<file path="config.mk">
export PLATFORM = sky130hd
export DESIGN_NAME = fp16_to_fixed
export DESIGN_NICKNAME = d
export VERILOG_FILES = /design/src/rtl/fp16_to_fixed.sv
export SDC_FILE = /design/constraint.sdc
export NUM_CORES = 1
export LEC_CHECK = 0
export ABC_AREA = 1
export ABC_CLOCK_PERIOD_IN_PS = 2700
export BUFFER_PORTS_ARGS = -buffer_cell sky130_fd_sc_hd__buf_2
export CAP_MARGIN = 10
export CORE_MARGIN = 8
export CORE_UTILIZATION = 38
export CTS_CLUSTER_SIZE = 12
export DETAILED_ROUTE_END_ITERATION = 16
export RECOVER_POWER = 100
export SETUP_SLACK_MARGIN = 0.05
export SLEW_MARGIN = 20
export SYNTH_ARGS = -nofsm -noshare
export SYNTH_HDL_FRONTEND = slang
export SYNTH_SLANG_ARGS = --single-unit
</file>
<file path="constraint.sdc">
create_clock -name CLK -period 2.7 [get_ports CLK]
set_clock_uncertainty 0.15 [all_clocks]
set_input_delay 0.54 -clock CLK [delete_from_list [all_inputs] [get_ports CLK]]
set_output_delay 0.54 -clock CLK [all_outputs]
set_load 0.005 [all_outputs]
</file>
<file path="src/rtl/fp16_to_fixed.sv">
// Iterative binary16 -> signed fixed-point converter: unpack and classify on accept,
// align the mantissa one bit per cycle, then saturate/negate into a registered result.
module fp16_to_fixed #(
    parameter int OUT_W  = 32,
    parameter int FRAC_W = 8
) (
    input  logic                    CLK,
    input  logic                    RESET,
    input  logic                    IN_VALID,
    output logic                    IN_READY,
    input  logic [15:0]             IN_DATA,
    output logic                    OUT_VALID,
    input  logic                    OUT_READY,
    output logic signed [OUT_W-1:0] OUT_DATA,
    output logic [4:0]              OUT_FLAGS
);

    localparam int MAG_W = 16 + FRAC_W;
    localparam int CMP_W = ((MAG_W > OUT_W) ? MAG_W : OUT_W) + 1;
    localparam logic signed [7:0] K_OFS = 8'(FRAC_W - 25);
    localparam logic signed [OUT_W-1:0] MAX_POS = {1'b0, {(OUT_W-1){1'b1}}};
    localparam logic signed [OUT_W-1:0] MIN_NEG = {1'b1, {(OUT_W-1){1'b0}}};

    typedef enum logic [1:0] {IDLE, SHIFT, FIX, DONE} state_t;

    state_t             state;
    logic [MAG_W-1:0]   mag;
    logic [5:0]         cnt;
    logic               sign, left, inexact;
    logic               cls_zero, cls_inf, cls_nan;

    logic [4:0]         exp_in, e_eff;
    logic [9:0]         man_in;
    logic signed [7:0]  k;
    logic [7:0]         k_abs;
    logic [5:0]         n_in;
    logic               is_special;
    logic [10:0]        m_full;

    logic [OUT_W:0]           sat;
    logic signed [OUT_W-1:0]  fix_data;
    logic [4:0]               fix_flags;

    // Clamp a magnitude/sign pair into the signed output range; MSB of the result is OVF.
    function automatic logic [OUT_W:0] saturate(input logic s, input logic [MAG_W-1:0] m);
        logic [CMP_W-1:0] mw;
        logic [CMP_W-1:0] lim;
        logic [OUT_W-1:0] mo;
        mw = CMP_W'(m);
        lim = '0;
        lim[OUT_W-1] = 1'b1;
        mo = OUT_W'(m);
        if (!s && mw >= lim) return {1'b1, MAX_POS};
        if (s && mw > lim) return {1'b1, MIN_NEG};
        return {1'b0, s ? (~mo + 1'b1) : mo};
    endfunction

    assign IN_READY = (state == IDLE) && !RESET;

    always_comb begin
        exp_in     = IN_DATA[14:10];
        man_in     = IN_DATA[9:0];
        is_special = (exp_in == 5'd31) || ((exp_in == 5'd0) && (man_in == 10'd0));
        e_eff      = (exp_in == 5'd0) ? 5'd1 : exp_in;
        m_full     = {(exp_in != 5'd0), man_in};
        k          = $signed({3'b000, e_eff}) + K_OFS;
        k_abs      = k[7] ? 8'(-k) : 8'(k);
        // Right shifts past 12 cannot change the result: the 11-bit mantissa is already gone.
        if (is_special)
            n_in = 6'd0;
        else if (k[7] && (k_abs > 8'd12))
            n_in = 6'd12;
        else
            n_in = k_abs[5:0];
    end

    always_comb begin
        sat       = saturate(sign, mag);
        fix_data  = sat[OUT_W-1:0];
        fix_flags = {3'b000, sat[OUT_W], inexact};
        if (cls_nan) begin
            fix_data  = '0;
            fix_flags = 5'b01000;
        end else if (cls_inf) begin
            fix_data  = sign ? MIN_NEG : MAX_POS;
            fix_flags = 5'b00110;
        end else if (cls_zero) begin
            fix_data  = '0;
            fix_flags = 5'b10000;
        end
    end

    always_ff @(posedge CLK) begin
        if (RESET) begin
            state     <= IDLE;
            OUT_VALID <= 1'b0;
            OUT_DATA  <= '0;
            OUT_FLAGS <= '0;
        end else begin
            case (state)
                IDLE: begin
                    if (IN_VALID && IN_READY)
                        state <= (n_in == 6'd0) ? FIX : SHIFT;
                end
                SHIFT: begin
                    if (cnt == 6'd1)
                        state <= FIX;
                end
                FIX: begin
                    OUT_DATA  <= fix_data;
                    OUT_FLAGS <= fix_flags;
                    OUT_VALID <= 1'b1;
                    state     <= DONE;
                end
                DONE: begin
                    if (OUT_READY) begin
                        OUT_VALID <= 1'b0;
                        state     <= IDLE;
                    end
                end
                default: state <= IDLE;
            endcase
        end
    end

    // Datapath: loaded on accept, walked by the FSM; no reset needed.
    always_ff @(posedge CLK) begin
        case (state)
            IDLE: begin
                if (IN_VALID) begin
                    mag      <= MAG_W'(m_full);
                    sign     <= IN_DATA[15];
                    left     <= ~k[7];
                    cnt      <= n_in;
                    inexact  <= 1'b0;
                    cls_zero <= (exp_in == 5'd0) && (man_in == 10'd0);
                    cls_inf  <= (exp_in == 5'd31) && (man_in == 10'd0);
                    cls_nan  <= (exp_in == 5'd31) && (man_in != 10'd0);
                end
            end
            SHIFT: begin
                if (left) begin
                    mag <= {mag[MAG_W-2:0], 1'b0};
                end else begin
                    mag     <= mag >> 1;
                    inexact <= inexact | mag[0];
                end
                cnt <= cnt - 6'd1;
            end
            default: ;
        endcase
    end

endmodule

</file>
# Word level (Yosys, flattened, before mapping)
# Index checks and enable logic that the tools add are counted.
totals:
  register_bits: 76
classes:
  n_mux: 27
  n_addsub: 4
  n_reduce_logical: 21
  eq_ne: 10
  magnitude_cmp: 1
  bitwise: 3
ops:
  columns: ["op", "n"]
  rows:
  - ["2-to-1 mux 32 bit", 5]
  - ["2-to-1 mux 24 bit", 2]
  - ["one-hot mux 24 bit (2 select lines)", 1]
  - ["adder 32 x 1 -> 32 bit, second input constant", 1]
  - ["NOT 24 -> 32 bit", 1]
  - ["2-to-1 mux 5 bit", 4]
  - ["2-to-1 mux 6 bit", 3]
  - ["one-hot mux 6 bit (2 select lines)", 1]
  - ["zero test 10 bit", 1]
  - ["nonzero test 10 bit", 1]
  - ["> comparator 8 x 4 -> 1 bit, second input constant", 1]
  - ["2-to-1 mux 2 bit", 4]
  - ["2-to-1 mux 8 bit", 1]
  - ["!= test 2 bit, second input constant", 4]
  - ["negator 7 -> 8 bit", 1]
  - ["one-hot mux 2 bit (4 select lines)", 1]
  - ["adder 6 x 6 -> 7 bit, second input constant", 1]
  - ["equality test 6 x 1 -> 1 bit, second input constant", 1]
  - ["logical AND 1 bit", 6]
  - ["zero test 6 bit", 1]
  - ["AND reduction 2 bit", 3]
  - ["AND reduction 3 bit", 2]
  - ["subtractor 6 x 1 -> 6 bit, second input constant", 1]
  - ["equality test 5 bit, second input constant", 1]
  - ["other kinds (13)", 18]

# Longest topological paths before layout
depth:
  depth_word: 13
  ltp_mapped: 20

# Worst setup path before layout
# No wires, ideal clock.
synth_path:
  path_kind: "in2reg"
  from: "in IN_DATA[11]"
  to: "reg state[0]"
  path_slack_ns: 0.219
  t_required_ns: 2.419
  stages: 20
  arrival_ns: 2.200
  n_path_buf: 0
  setup_ns: 0.131
  path_cell_list: "nor2_1 a21oi_1 ha_1 nand2_4 nor2_2 nor2_4 inv_2 o21ai_2 inv_1 nand3_2 nand3_2 nand3_4 nand2_4 nand2_1 nand2_1 nand2_1 nor2_2 nand2_2 nand2_2 a21oi_2"
synth_between:
  elab_chain_cells: 13
  elab_cells_between_ends: 16
  cone_classes: "2 x add/sub; 1 x order compare; 1 x eq/ne; 7 x mux; 5 x reduce/logical"
synth_rtl:
  columns: ["item", "line", "text"]
  rows:
  - ["start: declaration", "11", "input logic [15:0] IN_DATA,"]
  - ["zero test 5 bit", "63, 64", null]
  - ["2-to-1 mux 5 bit", "64", "e_eff = (exp_in == 5'd0) ? 5'd1 : exp_in;"]
  - ["adder 6 x 6 -> 7 bit", "66", "k = $signed({3'b000, e_eff}) + K_OFS;"]
  - ["negator 7 -> 8 bit", "67", "k_abs = k[7] ? 8'(-k) : 8'(k);"]
  - ["2-to-1 mux 8 bit", "67", null]
  - ["> comparator 8 x 4 -> 1 bit", "71", "else if (k[7] && (k_abs > 8'd12))"]
  - ["logical AND 1 bit", "71", null]
  - ["2-to-1 mux 6 bit", "71", null]
  - ["2-to-1 mux 6 bit *", "69", "if (is_special)"]
  - ["zero test 6 bit *", "103", "state <= (n_in == 6'd0) ? FIX : SHIFT;"]
  - ["2-to-1 mux 2 bit *", "103", null]
  - ["2-to-1 mux 2 bit *", "102", "if (IN_VALID && IN_READY)"]
  - ["one-hot mux 2 bit (4 select lines) *", "100", "case (state)"]
  - ["end signal: assignment", "103", null]
  - ["end: declaration", "26", "state_t state;"]
# Every way passes the cells marked *; elsewhere a longest branch is shown, timed or not. The select of a mux whose other input is x is not followed.
# A chain may end at the register's enable or synchronous reset.

# Final worst setup path
layout_path:
  from: "reg mag[0]"
  to: "reg OUT_DATA[30]"
layout_between:
  elab_chain_cells: 6
layout_rtl:
  columns: ["item", "line", "text"]
  rows:
  - ["start: declaration", "27", "logic [MAG_W-1:0] mag;"]
  - ["start signal: assignment", "131", "mag <= MAG_W'(m_full);"]
  - ["start signal: assignment", "143", "mag <= {mag[MAG_W-2:0], 1'b0};"]
  - ["start signal: assignment", "145", "mag <= mag >> 1;"]
  - ["NOT 24 -> 32 bit", "55", "return {1'b0, s ? (~mo + 1'b1) : mo};"]
  - ["adder 32 x 1 -> 32 bit", "55", null]
  - ["2-to-1 mux 32 bit", "55", null]
  - ["2-to-1 mux 32 bit", "87", "end else if (cls_zero) begin"]
  - ["2-to-1 mux 32 bit", "84", "end else if (cls_inf) begin"]
  - ["2-to-1 mux 32 bit", "81", "if (cls_nan) begin"]
  - ["end signal: assignment", "110", "OUT_DATA <= fix_data;"]
  - ["end: declaration", "14", "output logic signed [OUT_W-1:0] OUT_DATA,"]
# Every way passes these cells.

==> reports/qor.yml <==
sta:
  setup_viol_count_final: 0
  min_period_ns: 2.43
  fin_crit_sh_pct: 90.0
  slew_headroom_pct: 39.8
  setup-tns-final_ns: 0
  holdWs_ns: 0.225
  slew_violations: 0
  fmax_ghz: 0.411
  finalHoldViolCount: 0
  rsz0062_at_grt: "false"
  fin_ws_ns: 0.270
  worstMarginPinSlew_ns: 0.903
status:
  status: "complete, no violations"
yosys:
  yosysMostFrequentCell: "nand2_1"
  synth_edf_count: 36
  synthTopCellsByCount: "nand2_1, nor2_1, a21oi_1, inv_1, dfxtp_1"
  synth_ff_type: "dfxtp_1"
  yosysWarnings: 0
  synth_top_cell_by_area: "edfxtp_1"
  yosysSeqAreaShare_pct: 44.9
  synth_area_um2: 4140
  ys_types: 42
  syn_inst: 524
  syn_avg_cell_area_um2: 7.91
  syn_nets: 555
  synth_area_leaders: "edfxtp_1, dfxtp_1, nand2_1, a21oi_1, nor2_1"
  synth_top_area_share_pct: 26.1
  ys_ff_latch: 75
  async_flop_share_pct: 0
setup_path:
  crit_family: "simple AND/OR/NAND/NOR gates"
  end_kind: "flip-flop"
  critPathBufInv: 2
  slowest_delay_ns: 0.43
  crit_type: "flip-flop to flip-flop"
  crit_top_cell: "nand2_1"
  cp-start-kind: "flip-flop"
  r2r-end: "OUT_DATA[30]"
  reg2regPathDepth: 14
  critPathArrivalTime_ns: 2.50
  cp_slowest_cell: "edfxtp_1"
  worst-path-stages: 14
  r2r_slack_ns: 0.27
  path_cells: "inv_2 -> ha_1 -> nand3_1 -> nand3b_4 -> nor3_4 -> nand4_1 -> clkinv_1 -> nand2_1 -> nor2_1 -> nand3_1 -> nand2_1 -> nand2_1 -> nand2_1 -> a21oi_1"
  worst-path-max-fanout: 4
  crit_required_ns: 2.77
  r2r_start: "mag[0]"
worst_hold_path:
  min_from: "IN_DATA[15]"
  whs_path_depth: 1
  hold_path.class: "input port to flip-flop"
  whs_endpoint: "sign"
power:
  power_frac_seq_pct: 43.8
  swShare_pct: 37.5
  p_per_area_nw_per_um2: 841
  p_total_mw: 4.02
  clkPwrFrac_pct: 23.5
  p_leak_nw: 2.00
  p_switching_mw: 1.51
  p_int_mw: 2.52
  comb_power_share_pct: 32.6
  irDropWorstVdd_uv: 278
finish:
  final_nets: 618
  final_util_pct: 44.5
  layout.cells.non_filler: 732
  fin_area_um2: 4780
  antenna_cells: 0
  syn_to_final_growth_pct: 15.5
  drive_gt1_share_pct: 15.7
die:
  rows: 38
  core_area_um2: 10700
  die_x_um: 120
  die_area_um2: 14500
  io_pins: 59
  die_height_um: 120
  initial_core_util_pct: 38.6
global_route:
  grt_max_degree: 37
  grt_pass1_wl_mm: 17.3
  grt-ovfl-total: 0
  grt_pass1_vias: 3596
  antenna_found_initial: 0
  track_usage_pct: 14.6
drt:
  ant_nets: 0
  wl_mm: 10.2
  first_iter_violations: 244
  first_pass_iters: 4
  drc: 0
  viasPerCell: 5.00
  via_count: 3663
  post_drt_wl_per_cell_um: 14.0
cts:
  root_buffer: "clkbuf_8"
  cts_made_buffers: 9
  clk_pin_slew_worst_paths_ns: 0.08
  hold_buffers: 0
  cts_tree: "yes"
  htree_levels: 3
  cts_sinks: 75
  clk_latency_ns: 0.35
  postCtsSetupBuffers: 0
  cts.path.max_buffers: 2
placed_design:
  dpl_cell_area_um2: 4640
  dpl.cell_count: 716
  pre_cts_ws_ns: -0.0203
  place.gp.congestion: 0.862
  hpwl_mm: 7.52
  port_buffers: 58
run:
  drv_cap: 0
placed cells by master, fill, tap and decap left out, drive strengths merged, types with 2 or more instances in the layout:
cell type,n
nand2,142
ha,11
edfxtp,36
buf,39
xor2,8
o221ai,10
a21oi,48
a31oi,3
inv,51
clkinv,7
nand4,5
or2,2
nand3,21
o22ai,12
clkbuf,46
o21ai,35
bufinv,2
nand3b,2
dfxtp,39
nor2,56
nor3,4
o31ai,2
nor4,6
a21boi,2
power by group through the flow:
stage | clock network, mW | logic (mW) | registers (mW)
4_1_cts | 0.977 | 1.37 | 1.76
6_report | 0.948 | 1.31 | 1.76
5_1_grt | 1.03 | 1.49 | 1.80
3_3_place_gp | 0 | 1.35 | 1.77
2_1_floorplan | 0 | 0.972 | 1.74
3_5_place_dp | 0 | 1.36 | 1.78
what timing repair did:
item | 4_1_cts | 5_1_grt
resized for setup | 0 | 1
hold endpoints to repair | 0 | 0
setup endpoints to repair | 0 | 4
how the worst max path moves through the flow:
| stage | to | startpoint |
|---|---|---|
| 2_1_floorplan | state[0] | IN_DATA[11] |
| 3_3_place_gp | state[0] | IN_DATA[12] |
| 3_5_place_dp | state[0] | IN_DATA[12] |
| 4_1_cts | OUT_DATA[30] | mag[0] |
| 5_1_grt | state[0] | IN_DATA[12] |
| 6_report | OUT_DATA[30] | mag[0] |
state kept, by name (all words and copies together) (netlist names):
signal and cells:
cnt 6, OUT_VALID 1, cls_inf 1, cls_zero 1, left 1, mag 24
cls_nan 1, OUT_DATA 32, OUT_FLAGS 4, inexact 1, state 2, sign 1
layout make-up:
cell class	count	area, um2
Clock buffer	10	138
Tap cell	140	175
Inverter	54	203
Sequential cell	75	1860
Clock inverter	6	78.8
Multi-Input combinational cell	372	1980
Timing Repair Buffer	75	352
Fill cell	1144	5960
routing by layer:
metal / global-route usage [%] / share of wire [%] / up-vias
met5: 0 / 0 / -
met1: 17.2 / 45 / 1695
li1: - / - / 1881
met3: 3.64 / 5.3 / 17
met4: 6.40 / 2.1 / 0
met2: 24.8 / 47 / 70
kinds of logic after synthesis:
logic type,synth area share (%)
buffers and inverters,7.13
adders and majority gates,3.32
and+or+nand+nor,27.0
DFF,44.9
muxes,0.242
xor gates and xnor gates,1.69
AOI/OAI and AO/OA,15.7
worst reg2reg max path: stages, from the launching register on:
cell      delay, ns
edfxtp_1       0.43
inv_2          0.10
ha_1           0.17
nand3_1        0.10
nand3b_4       0.18
nor3_4         0.20
nand4_1        0.18
clkinv_1       0.09
nand2_1        0.07
nor2_1         0.15
nand3_1        0.09
nand2_1        0.07
nand2_1        0.05
nand2_1        0.16
a21oi_1        0.09
Power figures use the tool's default switching activity.
